<file path="src/rtl/uart_pkg.sv">
// Shared definitions for the UART transmit path: data width, default FIFO
// geometry and the frame sequencer state encoding.
package uart_pkg;

  localparam int unsigned UART_DATA_W     = 8;
  localparam int unsigned UART_FIFO_DEPTH = 16;
  localparam int unsigned UART_FIFO_AW    = $clog2(UART_FIFO_DEPTH);

  // Frame sequencer states (2-bit encoding).
  typedef enum logic [1:0] {
    SEQ_IDLE      = 2'd0,
    SEQ_LAUNCH    = 2'd1,
    SEQ_WAIT_DONE = 2'd2
  } seq_state_e;

endpackage : uart_pkg

</file>
<file path="src/rtl/uart_sync_fifo.sv">
// Single-clock byte FIFO feeding the UART transmitter.
//
// Ports:
//   clk, reset    rising-edge clock, asynchronous active-high reset
//   wr_en/wr_data write port; a write while full is dropped unless a pop
//                 happens in the same cycle (the freed slot is reused)
//   rd_en         pop strobe; ignored while empty
//   rd_data_c     combinational view of the head entry
//   full, empty   registered occupancy flags
//   level         registered occupancy, 0..DEPTH
//   empty_next_c  combinational value empty will take at the next edge
//
// DEPTH must be a power of two (2..256) and AW must equal log2(DEPTH);
// pointers then wrap naturally modulo DEPTH.
module uart_sync_fifo
  import uart_pkg::*;
#(
  parameter int unsigned DEPTH = UART_FIFO_DEPTH,
  parameter int unsigned AW    = UART_FIFO_AW
) (
  input  logic                   clk,
  input  logic                   reset,
  input  logic                   wr_en,
  input  logic [UART_DATA_W-1:0] wr_data,
  input  logic                   rd_en,
  output logic [UART_DATA_W-1:0] rd_data_c,
  output logic                   full,
  output logic                   empty,
  output logic [AW:0]            level,
  output logic                   empty_next_c
);

  logic [UART_DATA_W-1:0] mem [DEPTH];
  logic [AW-1:0]          wr_ptr;
  logic [AW-1:0]          rd_ptr;
  logic                   push_c;
  logic                   pop_c;
  logic [AW:0]            level_next_c;

  // A pop needs a registered non-empty FIFO; a write into a full FIFO is
  // accepted only when the same edge frees the head slot.
  assign pop_c  = rd_en & ~empty;
  assign push_c = wr_en & (~full | pop_c);

  // Occupancy after this edge.
  always_comb begin
    level_next_c = level;
    case ({push_c, pop_c})
      2'b10:   level_next_c = level + (AW+1)'(1);
      2'b01:   level_next_c = level - (AW+1)'(1);
      default: level_next_c = level;
    endcase
  end

  assign empty_next_c = (level_next_c == '0);

  // Pointer and flag registers.
  always_ff @(posedge clk or posedge reset) begin
    if (reset) begin
      wr_ptr <= '0;
      rd_ptr <= '0;
      level  <= '0;
      empty  <= 1'b1;
      full   <= 1'b0;
    end else begin
      if (push_c) wr_ptr <= wr_ptr + AW'(1);
      if (pop_c)  rd_ptr <= rd_ptr + AW'(1);
      level <= level_next_c;
      empty <= empty_next_c;
      full  <= (level_next_c == (AW+1)'(DEPTH));
    end
  end

  // Storage; contents are don't-care until written.
  always_ff @(posedge clk) begin
    if (push_c) mem[wr_ptr] <= wr_data;
  end

  // Head is read before the edge, so a simultaneous write into the same
  // slot while full cannot disturb the byte being popped.
  assign rd_data_c = mem[rd_ptr];

endmodule : uart_sync_fifo

</file>
<file path="src/rtl/uart_tx_feeder.sv">
// Feeds queued host bytes to a UART transmitter one frame at a time.
//
// Ports:
//   clk, reset  rising-edge clock, asynchronous active-high reset
//   tx_en       transmit enable; gates new frame launches only
//   wr_en       host write strobe, wr_data is the byte to enqueue
//   clr_ovf     clears the sticky overflow flag
//   tx_done     end-of-frame pulse from the transmitter
//   start_tx    one-cycle frame launch pulse
//   data_out    byte presented to the transmitter, held for the whole frame
//   full/empty/level  FIFO occupancy
//   busy        a launched frame is in flight
//   overflow    sticky: a host write was dropped
//   irq_txc     transmit complete: FIFO empty and no frame in flight
//
// All outputs are registers; flags are loaded from next-state values so
// they line up with the state they describe without any host-to-output
// combinational path.
module uart_tx_feeder
  import uart_pkg::*;
#(
  parameter int unsigned DEPTH = UART_FIFO_DEPTH,
  parameter int unsigned AW    = UART_FIFO_AW
) (
  input  logic                   clk,
  input  logic                   reset,
  input  logic                   tx_en,
  input  logic                   wr_en,
  input  logic [UART_DATA_W-1:0] wr_data,
  input  logic                   clr_ovf,
  input  logic                   tx_done,
  output logic                   start_tx,
  output logic [UART_DATA_W-1:0] data_out,
  output logic                   full,
  output logic                   empty,
  output logic [AW:0]            level,
  output logic                   busy,
  output logic                   overflow,
  output logic                   irq_txc
);

  seq_state_e             state;
  seq_state_e             state_next_c;
  logic                   pop_c;
  logic                   wr_drop_c;
  logic                   fifo_empty_next_c;
  logic [UART_DATA_W-1:0] fifo_rd_data_c;

  uart_sync_fifo #(
    .DEPTH (DEPTH),
    .AW    (AW)
  ) u_fifo (
    .clk          (clk),
    .reset        (reset),
    .wr_en        (wr_en),
    .wr_data      (wr_data),
    .rd_en        (pop_c),
    .rd_data_c    (fifo_rd_data_c),
    .full         (full),
    .empty        (empty),
    .level        (level),
    .empty_next_c (fifo_empty_next_c)
  );

  // Sequencer state register.
  always_ff @(posedge clk or posedge reset) begin
    if (reset) state <= SEQ_IDLE;
    else       state <= state_next_c;
  end

  // Next state and pop decision. tx_en is only looked at in IDLE so a frame
  // already launched always runs to tx_done; there is deliberately no timeout.
  always_comb begin
    state_next_c = state;
    pop_c        = 1'b0;
    case (state)
      SEQ_IDLE: begin
        if (tx_en && !empty) begin
          pop_c        = 1'b1;
          state_next_c = SEQ_LAUNCH;
        end
      end
      SEQ_LAUNCH: begin
        state_next_c = SEQ_WAIT_DONE;
      end
      SEQ_WAIT_DONE: begin
        if (tx_done) state_next_c = SEQ_IDLE;
      end
      default: begin
        state_next_c = SEQ_IDLE;
      end
    endcase
  end

  // Write lost because the FIFO is full and nothing leaves this cycle.
  assign wr_drop_c = wr_en & full & ~pop_c;

  // Registered outputs. data_out only reloads on a pop, which cannot happen
  // before the edge that returns the sequencer to IDLE after tx_done, so the
  // byte stays stable for the transmitter's parity bit.
  always_ff @(posedge clk or posedge reset) begin
    if (reset) begin
      start_tx <= 1'b0;
      busy     <= 1'b0;
      irq_txc  <= 1'b1;
      overflow <= 1'b0;
      data_out <= '0;
    end else begin
      start_tx <= (state_next_c == SEQ_LAUNCH);
      busy     <= (state_next_c != SEQ_IDLE);
      irq_txc  <= fifo_empty_next_c && (state_next_c == SEQ_IDLE);
      if (pop_c) data_out <= fifo_rd_data_c;
      // A drop wins over a coincident clear.
      if (wr_drop_c)    overflow <= 1'b1;
      else if (clr_ovf) overflow <= 1'b0;
    end
  end

endmodule : uart_tx_feeder

</file>
<file path="config.mk">
export PLATFORM = sky130hd
export DESIGN_NAME = uart_tx_feeder
export DESIGN_NICKNAME = d
export VERILOG_FILES = /design/src/rtl/uart_pkg.sv /design/src/rtl/uart_sync_fifo.sv /design/src/rtl/uart_tx_feeder.sv
export SDC_FILE = /design/constraint.sdc
export NUM_CORES = 1
export LEC_CHECK = 0
export CAP_MARGIN = 30
export CORE_UTILIZATION = 30
export DETAILED_ROUTE_END_ITERATION = 7
export PLACE_DENSITY = 0.48
export SLEW_MARGIN = 5
export SYNTH_ARGS = -nofsm -noshare
export SYNTH_HDL_FRONTEND = slang
export SYNTH_HIERARCHICAL = 1
export SYNTH_SLANG_ARGS = --single-unit
</file>
<file path="constraint.sdc">
create_clock -name clk -period 4.5 [get_ports clk]
set_input_delay 0.9 -clock clk [delete_from_list [all_inputs] [get_ports clk]]
set_output_delay 0.9 -clock clk [all_outputs]
set_load 0.01 [all_outputs]
</file>
# Word level (Yosys, flattened, before mapping)
# Memories as Yosys holds them, arrays and structs flattened. A register that Yosys moved wholly into a read port is not among the register bits.
# Index checks and enable logic that the tools add are counted.
dict set report op_classes {
  eq_ne 6
  mux 10
  bitwise_logic 8
  reduce_logical 8
  n_addsub 4
}
# operator n
set ops {}
lappend ops {{5-bit one-hot mux with 2 select lines} 1}
lappend ops {{4-bit by 1-bit adder with 4-bit output, second input constant} 2}
lappend ops {{2-bit by 1-bit == test with 1-bit output, second input constant} 3}
lappend ops {{1-bit 2-to-1 mux} 6}
lappend ops {{2-bit one-hot mux with 3 select lines} 1}
lappend ops {{5-bit by 1-bit adder with 5-bit output, second input constant} 1}
lappend ops {{5-bit == test, second input constant} 1}
lappend ops {{5-bit zero test} 1}
lappend ops {{5-bit by 1-bit subtractor with 5-bit output, second input constant} 1}
lappend ops {{1-bit bitwise AND} 4}
lappend ops {{2-bit == test, second input constant} 2}
lappend ops {{2-bit zero test} 2}
lappend ops {{2-bit 2-to-1 mux} 2}
lappend ops {{2-bit nonzero test} 2}
lappend ops {{1-bit inverter} 3}
lappend ops {{1-bit logical AND} 2}
lappend ops {{1-bit zero test} 1}
lappend ops {{1-bit OR} 1}
dict set report word_totals {
  n_memories 1
  input_bits 14
  out_inout_bits 19
  ramBits 128
  reg_bits 21
}
# memory words word_bits read_ports rd_ports_with_merged_regs wr line
set memory_table {}
lappend memory_table {u_fifo.mem 16 8 1 1 1 uart_sync_fifo.sv:33} ;# logic [UART_DATA_W-1:0] mem [DEPTH];

# Depth between registers and ports, before layout
# Gate-level depths: netlist (run 1).
dict set report depth {
  depth_word 11
  depth_mapped 15
}

# Hierarchy
# Netlist (run 1), hierarchy kept.
# mod area_per_inst_um2 n_inst cells_per_inst
set by_module_without_submodules {}
lappend by_module_without_submodules {uart_sync_fifo 5879.4 1 285}
lappend by_module_without_submodules {uart_tx_feeder 536.8 1 37}

# Worst setup path before layout (run 1)
# Ideal clock, no wire load.
dict set report synth_path {
  path_kind {input to register}
  start {input port tx_en}
  end {register irq_txc}
  t_arrival_ps 3663
  required_time_ps 4432
  slack_ps 769
  cell_stages 15
  path_buffers 1
  path_cell_list {nand2b_2 > nor3_4 > nand2b_1 > a21boi_1 > inv_1 > ha_1 > buf_2 > xor2_1 > ha_1 > o21ai_0 > a221oi_1 > o211ai_1 > xnor2_1 > nor3_1 > nor2b_1}
}
dict set report synth_via {
  elab_chain_len 10
  word_cells_on_any_way 14
  classes_between {2 x eq/ne; 5 x mux; 3 x bitwise; 4 x reduce/logical}
}
# element line
set synth_rtl {}
lappend synth_rtl {{start: declaration} uart_tx_feeder.sv:27} ;# input logic tx_en,
lappend synth_rtl {{1-bit logical AND *} uart_tx_feeder.sv:78} ;# if (tx_en && !empty) begin
lappend synth_rtl {{1-bit 2-to-1 mux *} uart_tx_feeder.sv:78}
lappend synth_rtl {{1-bit 2-to-1 mux *} uart_tx_feeder.sv:76} ;# case (state)
lappend synth_rtl {{named net pop_c} uart_tx_feeder.sv:44} ;# logic pop_c;
lappend synth_rtl {{1-bit bitwise AND *} uart_sync_fifo.sv:42} ;# assign pop_c = rd_en & ~empty;
lappend synth_rtl {{1-bit OR} uart_sync_fifo.sv:43} ;# assign push_c = wr_en & (~full | pop_c);
lappend synth_rtl {{1-bit bitwise AND} uart_sync_fifo.sv:43}
lappend synth_rtl {{2-bit by 1-bit == test with 1-bit output / 2-bit == test (equally long branches)} uart_sync_fifo.sv:48} ;# case ({push_c, pop_c})
lappend synth_rtl {{5-bit one-hot mux with 2 select lines *} uart_sync_fifo.sv:48}
lappend synth_rtl {{named net u_fifo.level_next_c[4]} uart_sync_fifo.sv:38} ;# logic [AW:0] level_next_c;
lappend synth_rtl {{5-bit zero test *} uart_sync_fifo.sv:55} ;# assign empty_next_c = (level_next_c == '0);
lappend synth_rtl {{named net fifo_empty_next_c} uart_tx_feeder.sv:46} ;# logic fifo_empty_next_c;
lappend synth_rtl {{1-bit logical AND *} uart_tx_feeder.sv:111} ;# irq_txc <= fifo_empty_next_c && (state_next_c == SEQ_IDLE);
lappend synth_rtl {{end signal: assignment} uart_tx_feeder.sv:111}
lappend synth_rtl {{end: declaration} uart_tx_feeder.sv:39} ;# output logic irq_txc
# Mark *: on every way through the listed nets, which the timed path passes. The rest lies on a longest branch.
# A chain may end at the register's enable or synchronous reset.

# Worst setup path in the final report (run 1)
dict set report layout_path {
  start {input port tx_en}
  end {register irq_txc}
}
dict set report layout_via {
  elab_chain_len 10
  word_cells_on_any_way 14
  classes_between {2 x eq/ne; 5 x mux; 3 x bitwise; 4 x reduce/logical}
}
# element line
set layout_rtl {}
lappend layout_rtl {{1-bit logical AND *} uart_tx_feeder.sv:78}
lappend layout_rtl {{1-bit 2-to-1 mux *} uart_tx_feeder.sv:78}
lappend layout_rtl {{1-bit 2-to-1 mux *} uart_tx_feeder.sv:76}
lappend layout_rtl {{named net pop_c} uart_tx_feeder.sv:44}
lappend layout_rtl {{1-bit bitwise AND *} uart_sync_fifo.sv:42}
lappend layout_rtl {{1-bit OR} uart_sync_fifo.sv:43}
lappend layout_rtl {{1-bit bitwise AND} uart_sync_fifo.sv:43}
lappend layout_rtl {{2-bit by 1-bit == test with 1-bit output / 2-bit == test (equally long branches)} uart_sync_fifo.sv:48}
lappend layout_rtl {{5-bit one-hot mux with 2 select lines *} uart_sync_fifo.sv:48}
lappend layout_rtl {{5-bit zero test *} uart_sync_fifo.sv:55}
lappend layout_rtl {{named net fifo_empty_next_c} uart_tx_feeder.sv:46}
lappend layout_rtl {{1-bit logical AND *} uart_tx_feeder.sv:111}
# Marks and branches as above.

==> results.txt, run 1 <==
* Floorplan row count: between 50 and 60
- Of the post-synthesis cell area, the dominant cell type holds 0.599.
* Count of unresolved DRC violations after routing: 0
* Nature of the critical path endpoint: register
* Hold buffer count at cts: 0
* Global Route Usage Sum: 0.115
* Synth Flop Type: edfxtp_1
- Entering global routing, the biggest net connects 36 pins.
- The number of max-slew violations in the final report was 0.
- Relative max-transition margin: 0.407
* Post-Synthesis Cell Area: roughly 6400 um^2
- Top-level I/O count: 33
- On the final layout, the worst hold slack is between 0.5 and 0.6 ns.
- Total gr overflow: 0
- Number of instances resized during post-cts repair: 0
- Number of filler instances in the final layout: roughly 1900
* Worst Max-Slew Pin Slew: roughly 0.89 ns
- Total power density per cell area: about 650 nW/um^2
- Of all nets on the critical path, the largest fanout is 9.
- The core region is 21000 um^2.
* Worst VDD drop: around 260 uV
* Hold Fails Final Rpt: 0
- Final Skew: between 0.008 and 0.009 ns
* Power share of the clock group: 0.303
* Non-filler cells in the finished layout: about 650
* Insertion delay to the later sink of the worst-skew pair: around 0.42 ns
- Data arrives at the worst endpoint at between 3 and 4 ns.
- Fin nets: 385
* Max frequency: approximately 280 MHz
- In the final layout, the share of cells above drive strength 1 is 0.170.
* Average detailed-routed wire length per instance: between 15 and 20 um
- Initial DRC Count: roughly 160
- edfxtp_1 takes more of the synthesized area than any other cell.
- Adding up every negative setup slack in the final design gives 0 ns.
* First-pass detailed-route iteration total: 4
- Dividing the synthesized area by the synthesized cell count gives between 15 and 20 um^2.
* Proportion of synthesized chip area in sequential cells: 0.713
* Internal power consumption: between 3000 and 4000 uW
- GPL Wtd Cong: between 0.7 and 0.8
- Setup repair after global routing left no endpoint under its margin.
- Horizontal die dimension: ~150 um
* Part of the power in registers: 0.418
- For this design the static power due to leakage is between 0.002 and 0.003 uW.
- Detailed placement HPWL: approximately 7.8 mm
- Switching Fraction: 0.297
* Maximum root-to-sink buffer count: 2
- Die footprint: ~22000 um^2
- The synthesized design contains between 100 and 150 enable-type register cells.
- Number of buffers inserted by port buffering: 32
* Area growth syn-to-layout: 19.3%
* Vias in the first global route: slightly above 3000
- Clock tree from TritonCTS: done
- The count of nets left with antenna violations once routing finished came out at 0.
* Logic pwr share: 0.279
- Setup violations remaining at the end of the flow were counted as 0.
- Number of instances in the synthesized netlist: between 300 and 400
- The number of nets handed over by synthesis was roughly 340.
- Share of the cycle needed by the critical path after routing: 0.790
- Mean number of vias per cell: between 4 and 5
- Fraction of synthesis flops using an asynchronous set or reset pin: 0.185
* Time the final worst path needs with I/O delays and setup: 3.55 ns
- Share of the core filled with cells in the final layout: 0.364
- N_diodes: 0
- Vertical die dimension: approximately 150 um
- Path type of the worst min-delay path: reg2reg
- Most frequent cell after synthesis: edfxtp_1
- Net switching power: about 1500 uW
* Yosys Warn Count: 6
- The number of antenna violations at the first check in global routing is 0.
- # Post-CTS Setup Buffers: 0
- Yosys mapped the design onto 40 distinct sky130hd cell types.
- Top cell types by occurrence after synthesis: 128 x edfxtp_1, 30 x mux4_1, 27 x dfrtp_1
- TritonCTS buffer count: 17
- The worst setup path is launched from a primary input.
- The final route contains 3078 vias.
* Result of the run: finished clean
- Clock-pin slew was measured on the worst setup and hold paths at 0.06 ns.
* Clock H-tree levels: 4
- The first global-routing pass estimated roughly 18 mm of wire.
- The worst setup path is of the in2reg kind.
* Root cell of the clock tree: clkbuf_16
- For this design, the sink count on the clock tree is 157.
* Flip-flop and latch count after synthesis: about 160
- Summed over all layers, the routed wires come to 11.6 mm.
- Starting density of the core: 0.305
- Required arrival time at the worst endpoint: 4.86 ns
* Synth area leaders: edfxtp_1 60%, mux4_1 12%, dfrtp_1 11%
* Placed cell count: approximately 620
* Number of max-cap violations: 0
layer usage:
layer	track usage	part of all wire	up-vias
li1	-	-	1390
met2	0.173	0.46	61
met4	0.0418	0.017	0
met1	0.156	0.49	1611
met5	0	0	-
met3	0.0356	0.033	16
final cells by class:
| type | instances | area (um^2) | area share |
|---|---|---|---|
| Clock inverter | 15 | 198 | 0.0258 |
| Tap cell | 275 | 344 | 0.0449 |
| Sequential cell | 157 | 4570 | 0.597 |
| Timing Repair Buffer | 39 | 373 | 0.0487 |
| Inverter | 7 | 26.3 | 0.00343 |
| Clock buffer | 17 | 425 | 0.0556 |
| Multi-Input combinational cell | 141 | 1720 | 0.224 |
cell usage in the layout, fill, tap and decap left out, types with 7 or more instances in the layout:
cell type        count
mux4_1              30
inv_6                8
mux2_2              10
inv_1                7
ha_1                 8
xnor2_1              9
nor2_1              17
buf_4                7
clkbuf_16           17
nand2_1             13
clkdlybuf4s50_1     32
nor3_1               8
mux4_2              10
dfrtp_1             26
edfxtp_1           128
metrics by stage:
step                      setup slack [ns]  power [uW]  cell area, um^2
after floorplan                      0.769        3020             6420
after global placement               0.641        3460             7030
after detailed placement             0.528        3490             7030
after CTS                            0.958        5010             7650
after global routing                 0.676        5200             7650
final                                0.947        4940             7650
path summary, 6_finish.rpt:
path,to,from,slack (ns),depth (start not counted)
min in group asynchronous,data_out[6],reset,0.85,2
min,data_out[0],data_out[0],0.51,1
min reg2reg,data_out[0],data_out[0],0.51,1
max in group asynchronous,u_fifo/rd_ptr[1],reset,3.12,2
max reg2reg,irq_txc,u_fifo/empty,1.40,14
max,irq_txc,tx_en,0.95,15
flip-flops by register name, indices dropped and copies added, names as in the netlist:
signal and cells:
u_fifo/empty 1, state 2, overflow 1, u_fifo/mem 128, data_out 8, u_fifo/level 5
busy 1, start_tx 1, irq_txc 1, u_fifo/rd_ptr 4, u_fifo/full 1, u_fifo/wr_ptr 4
worst max-delay path, cell delays in order:
cell,delay (ns)
clkdlybuf4s50_1,0.47
nand2b_2,0.10
nor3_4,0.13
nand2b_1,0.16
a21boi_1,0.23
inv_1,0.08
ha_1,0.30
xor2_1,0.20
ha_1,0.24
a21oi_1,0.19
xnor2_1,0.17
nor4bb_1,0.29
a21oi_1,0.09
nor3_1,0.20
nor2b_1,0.16
logic make-up (layout without fill, tap and decap cells):
group	Yosys count	count (layout)	share of synthesized area
buffers and inverters	24	78	0.0201
AND/OR/NAND/NOR	56	56	0.0445
multiplexers	50	50	0.176
XOR/XNOR	11	11	0.0150
AO/OA/AOI/OAI	16	16	0.0168
flip-flops	157	157	0.713
adder cells (fa/ha/maj)	8	8	0.0156
power by group through the flow:
stage / logic [uW] / registers (uW) / clock network [uW]
2_1_floorplan: 1060 / 1960 / 0
3_3_place_gp: 1370 / 2090 / 0
3_5_place_dp: 1380 / 2110 / 0
4_1_cts: 1390 / 2070 / 1540
5_1_grt: 1490 / 2110 / 1610
6_report: 1380 / 2060 / 1500
Power figures use the tool's default switching activity.
==> run 2: changes to the inputs <==
==> constraint.sdc (replaced) <==
create_clock -name clk -period 3.66 [get_ports clk]
set_input_delay 0.732 -clock clk [delete_from_list [all_inputs] [get_ports clk]]
set_output_delay 0.732 -clock clk [all_outputs]
set_load 0.01 [all_outputs]
==> run 2 against run 1 <==
  * Via count shrank 0.42%
  * Clock skew grew 0.0035 ns
  * Wire length grew 1.2%
  * Critical path type unchanged
  * Largest cell class unchanged
  * Highest routed layer unchanged
==> results.txt, run 2 (synthesized netlist as in run 1, its figures left out) <==
* First-pass detailed-route iteration total: 4 (unchanged)
- Die footprint: 22000 um^2 (unchanged)
- Maximum root-to-sink buffer count: 2 (unchanged)
* Number of buffers inserted by port buffering: 32 (unchanged)
- Of the available clock period, the critical path in the final layout requires 0.889.
- The signed area change from the synthesized netlist to the final layout was 21.0% (was 19.3%).
- Top-level I/O count: 33 (unchanged)
* Root cell of the clock tree: clkbuf_16 (unchanged)
- Insertion delay to the later sink of the worst-skew pair: 0.42 ns (about the same)
- The CTS buffer count was 17 (unchanged).
* # Post-CTS Setup Buffers: 0 (unchanged)
- Depth of the worst register-to-register path: 14 (unchanged)
- The sequential group share of total power was 0.411 (was 0.418).
- The kind of launch point of the worst setup path is a primary input (unchanged).
* Vias in the first global route: 3245 (was 3074)
- GPL Wtd Cong: 0.710 (was 0.737)
* Count of unresolved DRC violations after routing: 0 (unchanged)
- The fraction of power consumed by the clock network came to 0.294 (was 0.303).
- Number of endpoints failing setup at the final stage: 0 (unchanged)
* Pre-CTS setup slack: 0.00281 ns (was 0.528 ns)
* Required arrival time at the worst endpoint: 4.02 ns (was 4.86 ns)
* Time the final worst path needs with I/O delays and setup: 3.25 ns
- The final count of hold timing violations came to 0 (unchanged).
- Max frequency: slightly above 300 MHz
- Clock transition at the registers of the reported paths: 0.07 ns (was 0.06 ns)
* Commonest non-fill, non-tap cells in the layout: 128 x edfxtp_1, 32 x clkdlybuf4s50_1, 30 x mux4_1, 27 x dfrtp_1, 22 x buf_4 (was 128 x edfxtp_1, 32 x clkdlybuf4s50_1, 30 x mux4_1, 26 x dfrtp_1)
- The largest net degree at the start of global routing was 36 (unchanged).
- The fraction of layout cells with a size suffix above 1 is 0.202 (was 0.170).
* Floorplan row count: 53 (unchanged)
- Setup repair after global routing missed its margin: no (unchanged).
* Final WS setup: 0.406 ns (was 0.947 ns)
- The relative slew slack was 0.499 (was 0.407).
- Maximum net fanout on the critical path: 4 (was 9)
* Final Power: 6070 uW (was 4940 uW)
- Number of max-cap violations: 0 (unchanged)
- Clock tree from TritonCTS: done (unchanged)
- Final Skew: 0.0117 ns (was 0.00821 ns)
- The detailed placer's ending HPWL was 8.02 mm (was 7.82 mm).
* Most common cell after layout, fill and taps aside: edfxtp_1 (unchanged)
- The placeable core region was 21000 um^2 (unchanged).
- Hold buffer count at cts: 0 (unchanged)
- Path type of the worst min-delay path: reg2reg (unchanged)
- Top register by number of flip-flops: u_fifo/mem (unchanged)
* Total cell area at the placement stage: 7160 um^2 (was 7030 um^2)
* Hold path depth: 1 (unchanged)
* Vertical die dimension: 148 um (unchanged)
- Number of instances resized during post-cts repair: 0 (unchanged)
- The arrival time of the worst setup path was 3.61 ns (was 3.91 ns).
- Fin nets: 401 (was 385)
* Max FFs per register: 128 (unchanged)
* Average detailed-routed wire length per instance: 17.6 um (was 17.9 um)
* N_diodes: 0 (unchanged)
- The depth of the CTS H-tree was 4 (unchanged).
- Starting density of the core: 0.305 (unchanged)
- The number of vias after detailed routing was 3065 (was 3078).
- The maximum VDD drop came to 351 uV (was 262 uV).
* Number of antenna violations at the first check in global routing: 0 (unchanged)
- The via-per-instance ratio was 4.60 (was 4.73).
* Horizontal die dimension: 148 um (unchanged)
- Net switching power: 1810 uW (was 1470 uW)
* Global-route wire length before repair: 18.6 mm (was 18.1 mm)
- Internal power consumption: 4250 uW (was 3470 uW)
* Switching Fraction: 0.299 (was 0.297)
- Summed area of non-filler cells in the final layout: 7770 um^2 (was 7650 um^2)
- The number of max-slew violations in the final report is 0 (unchanged).
- The fraction of power consumed by combinational cells came to 0.295 (was 0.279).
* Count of antenna-violating nets left after detailed routing: 0 (unchanged)
* Worst setup path class: in2reg (unchanged)
- Global Route Usage Sum: 0.117 (was 0.115)
- Leading registers by flop count: u_fifo/mem: 128 flops, data_out: 8 flops, u_fifo/level: 5 flops (unchanged)
* Nature of the critical path endpoint: register (unchanged)
* Leakage power figure: 0.00269 uW (was 0.00261 uW)
* Share of the core filled with cells in the final layout: 0.369 (was 0.364)
- The transition time at the pin with the least slew margin came to 0.752 ns (was 0.886 ns).
- Total gr overflow: 0 (unchanged)
- Initial DRC Count: 256 (was 155)
* DRT Wirelength: 11.8 mm (was 11.6 mm)
- CTS sink count: 157 (unchanged)
* Total power density per cell area: 781 nW/um^2 (was 646 nW/um^2)
- Result of the run: finished clean (unchanged).
* Setup TNS Final: 0 ns (unchanged)
[run 2: path summary, 6_finish.rpt]
path | from | to | slack [ns]
setup / recovery | tx_en | irq_txc | 0.41
min in group asynchronous | reset | overflow | 0.68
hold reg to reg | data_out[7] | data_out[7] | 0.50
hold / removal | data_out[7] | data_out[7] | 0.50
setup reg to reg | u_fifo/empty | irq_txc | 0.71
max in group asynchronous | reset | u_fifo/rd_ptr[3] | 2.45
[run 2: worst max-delay path, cell delays in order]
cell and delay (ns):
clkdlybuf4s50_1 0.47, nand2b_2 0.10, nor3_4 0.13, nand2b_1 0.09, a21boi_1 0.23, inv_1 0.10
ha_1 0.21, xor2_1 0.17, ha_1 0.23, a21oi_1 0.17, xnor2_1 0.17, nor4bb_1 0.33
a21oi_1 0.11, nor3_1 0.21, nor2b_1 0.16
[run 2: through the flow]
stage	hold WS, ns	instances
after detailed placement	0.498	635
after floorplan	0.543	322
after global routing	0.528	667
final	0.505	667
after CTS	0.513	667
after global placement	0.493	635
[run 2: area by class of cell]
class                   instances  area [um^2]
fillers                      1911        13300
flip-flops and latches        157         4570
multi-input cells             141         1720
repair buffers                 55          505
clock buffers                  17          425
well taps                     275          344
clock inverters                15          178
inverters                       7         26.3
[run 2: power groups by stage]
| stage | logic, uW | registers [uW] | clock network, uW |
|---|---|---|---|
| 4_1_cts | 1810 | 2510 | 1830 |
| 2_1_floorplan | 1300 | 2410 | 0 |
| 3_3_place_gp | 1790 | 2530 | 0 |
| 3_5_place_dp | 1810 | 2540 | 0 |
| 5_1_grt | 1940 | 2540 | 1900 |
| 6_report | 1790 | 2490 | 1780 |
[run 2: routing by layer]
layer | vias to the layer above | wire length [um] | global-route usage
li1 | 1422 | - | -
met3 | 8 | 388 | 0.0340
met4 | 0 | 124 | 0.0402
met2 | 58 | 5520 | 0.182
met5 | - | 0 | 0
met1 | 1577 | 5740 | 0.155
==> run 3: changes to the inputs <==
==> constraint.sdc (replaced) <==
create_clock -name clk -period 3.66 [get_ports clk]
set_input_delay 0.366 -clock clk [delete_from_list [all_inputs] [get_ports clk]]
set_output_delay 0.366 -clock clk [all_outputs]
set_load 0.01 [all_outputs]
==> run 3 against run 2 <==
  * Via count fell by 0.95%
  * Global-route usage fell by 0.19 points
  * Sequential cell count is the same
  * Hold slack lost 0.19 ns
  * Sequential share of layout area increased by 1.0 points
  * Die area is the same
  * Non-clock buffer count is 14 lower
  * Combinational power hardly changed
  * Maximum frequency up 7.2%
  * Utilization down 0.62 points
  * Worst setup slack improved by 0.22 ns
  * Largest cell class unchanged
  * Wire length down 0.18%
  * Largest power group unchanged
==> results.txt, run 3 (synthesized netlist as in run 1, its figures left out) <==
- Result of the run: finished clean (unchanged)
- The aggregate global-route resource usage is 0.115 (was 0.117).
- The kind of critical path is reg2reg (was in2reg).
- CP max stage delay: 0.38 ns (was 0.47 ns)
- The fraction of power consumed by the clock network is 0.288 (was 0.294).
- Clock H-tree levels: 4 (unchanged)
- The fraction of power consumed by combinational cells is 0.297 (was 0.295).
* First-pass detailed-route iteration total: 4 (unchanged)
- The reg-to-reg startpoint is u_fifo/empty (unchanged).
* N_diodes: 0 (unchanged)
- Path type of the worst min-delay path: in2async (was reg2reg)
- TritonCTS buffer count: 17 (unchanged)
- The global route total overflow is 0 (unchanged).
- The register area was 4570 um^2 (unchanged).
* Clock transition at the registers of the reported paths: 0.07 ns (about the same)
- The largest net degree at the start of global routing is 36 (unchanged).
- Setup repair after global routing missed its margin: no (unchanged)
* Setup TNS Final: 0 ns (unchanged)
- The highest-delay cell along the critical path is dfstp_2 (was clkdlybuf4s50_1).
- Nature of the critical path endpoint: register (unchanged)
- CTS sink count: 157 (unchanged)
- The end of the worst register-to-register path was irq_txc (unchanged).
* Switching Fraction: 0.312 (was 0.299)
* # Post-CTS Setup Buffers: 0 (unchanged)
* Commonest non-fill, non-tap cells in the layout: 128 x edfxtp_1, 32 x clkdlybuf4s50_1, 30 x mux4_1, 27 x dfrtp_1 (was 128 x edfxtp_1, 32 x clkdlybuf4s50_1, 30 x mux4_1, 27 x dfrtp_1, 22 x buf_4)
* Final Slew Violations: 0 (unchanged)
- The cell total after placement was 621 (was 635).
* Root cell of the clock tree: clkbuf_16 (unchanged)
* Share of the cycle needed by the critical path after routing: 0.830 (was 0.889)
* Fin nets: 387 (was 401)
- The kind of launch point of the worst setup path is a register (was primary input).
- Most common cell after layout, fill and taps aside: edfxtp_1 (unchanged)
- Cell mode on critical path: ha_1
* Hold Fails Final Rpt: 0 (unchanged)
* Worst VDD drop: 344 uV (was 351 uV)
- The number of vias after detailed routing is 3036 (was 3065).
- The effective utilization at floorplan was 0.305 (unchanged).
- Number of instances resized during post-cts repair: 0 (unchanged)
- Area of the multi-input gates: 1720 um^2 (unchanged)
- Number of antenna violations at the first check in global routing: 0 (unchanged)
- Leading registers by flop count: u_fifo/mem: 128 flops, data_out: 8 flops, u_fifo/level: 5 flops (unchanged).
- The internal portion of total power is 4100 uW (was 4250 uW).
* Net switching power: 1860 uW (was 1810 uW)
- Global-route wire length before repair: 18.1 mm (was 18.6 mm)
- Maximum net fanout on the critical path: 4 (unchanged)
* Vias in the first global route: 3115 (was 3245)
- Average detailed-routed wire length per instance: 18.0 um (was 17.6 um)
- Number of max-cap violations: 0 (unchanged)
- Top register by number of flip-flops: u_fifo/mem (unchanged)
* FF-to-FF setup slack: 0.62 ns (was 0.71 ns)
- Count of unresolved DRC violations after routing: 0 (unchanged)
- The clock skew after layout is 0.0106 ns (was 0.0117 ns).
- Initial DRC Count: 128 (was 256)
- The count of fill cells added during filler insertion was 1956 (was 1911).
- Number of buffer and inverter instances along the worst setup path: 1 (was 2)
- The start point of the critical path was u_fifo/empty (was tx_en).
- Count of antenna-violating nets left after detailed routing: 0 (unchanged)
* Required arrival time at the worst endpoint: 4.02 ns (about the same)
- Clock tree from TritonCTS: done (unchanged)
- The sequential group share of total power is 0.414 (was 0.411).
* Area growth syn-to-layout: 19.0% (was 21.0%)
- The die outline area was 22000 um^2 (unchanged).
- The number of flip-flops in the largest register is 128 (unchanged).
* Critical path cell sequence: nand2b_2, nor3_4, nand2b_1, a21boi_1, inv_1, ha_1, xor2_1, ha_1, o21ai_0, a221oi_1, o211ai_1, xnor2_1, nor3_1, nor2b_1 (was clkdlybuf4s50_1, nand2b_2, nor3_4, nand2b_1, a21boi_1, inv_1, ha_1, xor2_1, ha_1, a21oi_1, xnor2_1, nor4bb_1, a21oi_1, nor3_1, nor2b_1)
- Time the final worst path needs with I/O delays and setup: 3.04 ns (was 3.25 ns)
- The kind of cell with the highest combined delay on the critical path is simple AND/OR/NAND/NOR gates (unchanged).
- The clock latency of the later-clocked register in the worst-skew pair came to 0.42 ns (about the same).
- The timing-limited maximum frequency is 329 MHz (was 307 MHz).
* Detailed placement HPWL: 7.99 mm (was 8.02 mm)
- Horizontal die dimension: 148 um (unchanged)
- The die height was 148 um (unchanged).
* Fraction of layout instances using a drive strength above 1: 0.172 (was 0.202)
- The arrival time of the worst setup path is 3.39 ns (was 3.61 ns).
- Floorplan row count: 53 (unchanged)
* Worst Max-Slew Pin Slew: 0.872 ns (was 0.752 ns)
- Relative max-transition margin: 0.416 (was 0.499)
- Core box area: 21000 um^2 (unchanged)
* Maximum root-to-sink buffer count: 2 (unchanged)
- The count of input and output buffers was 32 (unchanged).
- The number of top-level design ports came to 33 (unchanged).
- Total power density per cell area: 781 nW/um^2 (about the same)
* Depth of the worst register-to-register path: 14 (unchanged)
- GPL Wtd Cong: 0.728 (was 0.710)
- Hold buffer count at cts: 0 (unchanged)
- The number of setup violations in the final report is 0 (unchanged).
- Leakage power figure: 0.00261 uW (was 0.00269 uW)
* Non-filler cells in the finished layout: 653 (was 667)
- DRT Wirelength: 11.7 mm (was 11.8 mm)
* Mean number of vias per cell: 4.65 (was 4.60)
run 3: worst max path at each step:
stage | slack, ns | to | cells after the start
global route | 0.25 | irq_txc | 14
finish | 0.62 | irq_txc | 14
global placement | 0.46 | irq_txc | 15
CTS | 0.56 | irq_txc | 14
floorplan | 0.33 | irq_txc | 15
detailed placement | 0.23 | irq_txc | 15
run 3: per-layer routing:
metal	track usage	wire length (um)
met1	0.153	5710
met2	0.181	5570
met3	0.0337	371
met4	0.0340	98
met5	0	0
run 3: final cells by class:
type,instances,area share
Clock buffer,17,0.0557
Clock inverter,15,0.0216
Inverter,7,0.00344
Multi-Input combinational cell,141,0.225
Sequential cell,157,0.599
Tap cell,275,0.0451
Timing Repair Buffer,41,0.0508
run 3: worst register-to-register path, stage by stage (launching register included):
cell and delay [ns]:
dfstp_2 0.38, nand2b_2 0.21, nor3_4 0.13, nand2b_1 0.15, a21boi_1 0.26, inv_1 0.09, ha_1 0.21, xor2_1 0.17
ha_1 0.24, o21ai_0 0.10, a221oi_1 0.29, o211ai_1 0.16, xnor2_1 0.17, nor3_1 0.25, nor2b_1 0.16
run 3: metrics by stage:
stage	utilization	setup slack, ns	power (uW)	hold WS [ns]	instance area (um^2)
finish	0.363	0.624	5960	0.311	7640
global route	0.363	0.245	6280	0.369	7640
CTS	0.363	0.562	6030	0.312	7640
floorplan	-	0.331	3720	0.255	6420
detailed placement	0.335	0.227	4310	0.488	7050
global placement	0.335	0.457	4270	0.465	7050
run 3: power groups by stage:
stage                     registers [uW]  logic [uW]  clock network (uW)
after floorplan                     2410        1300                   0
after global routing                2510        1920                1850
after detailed placement            2510        1790                   0
final                               2470        1770                1720
after CTS                           2480        1800                1760
after global placement              2500        1770                   0
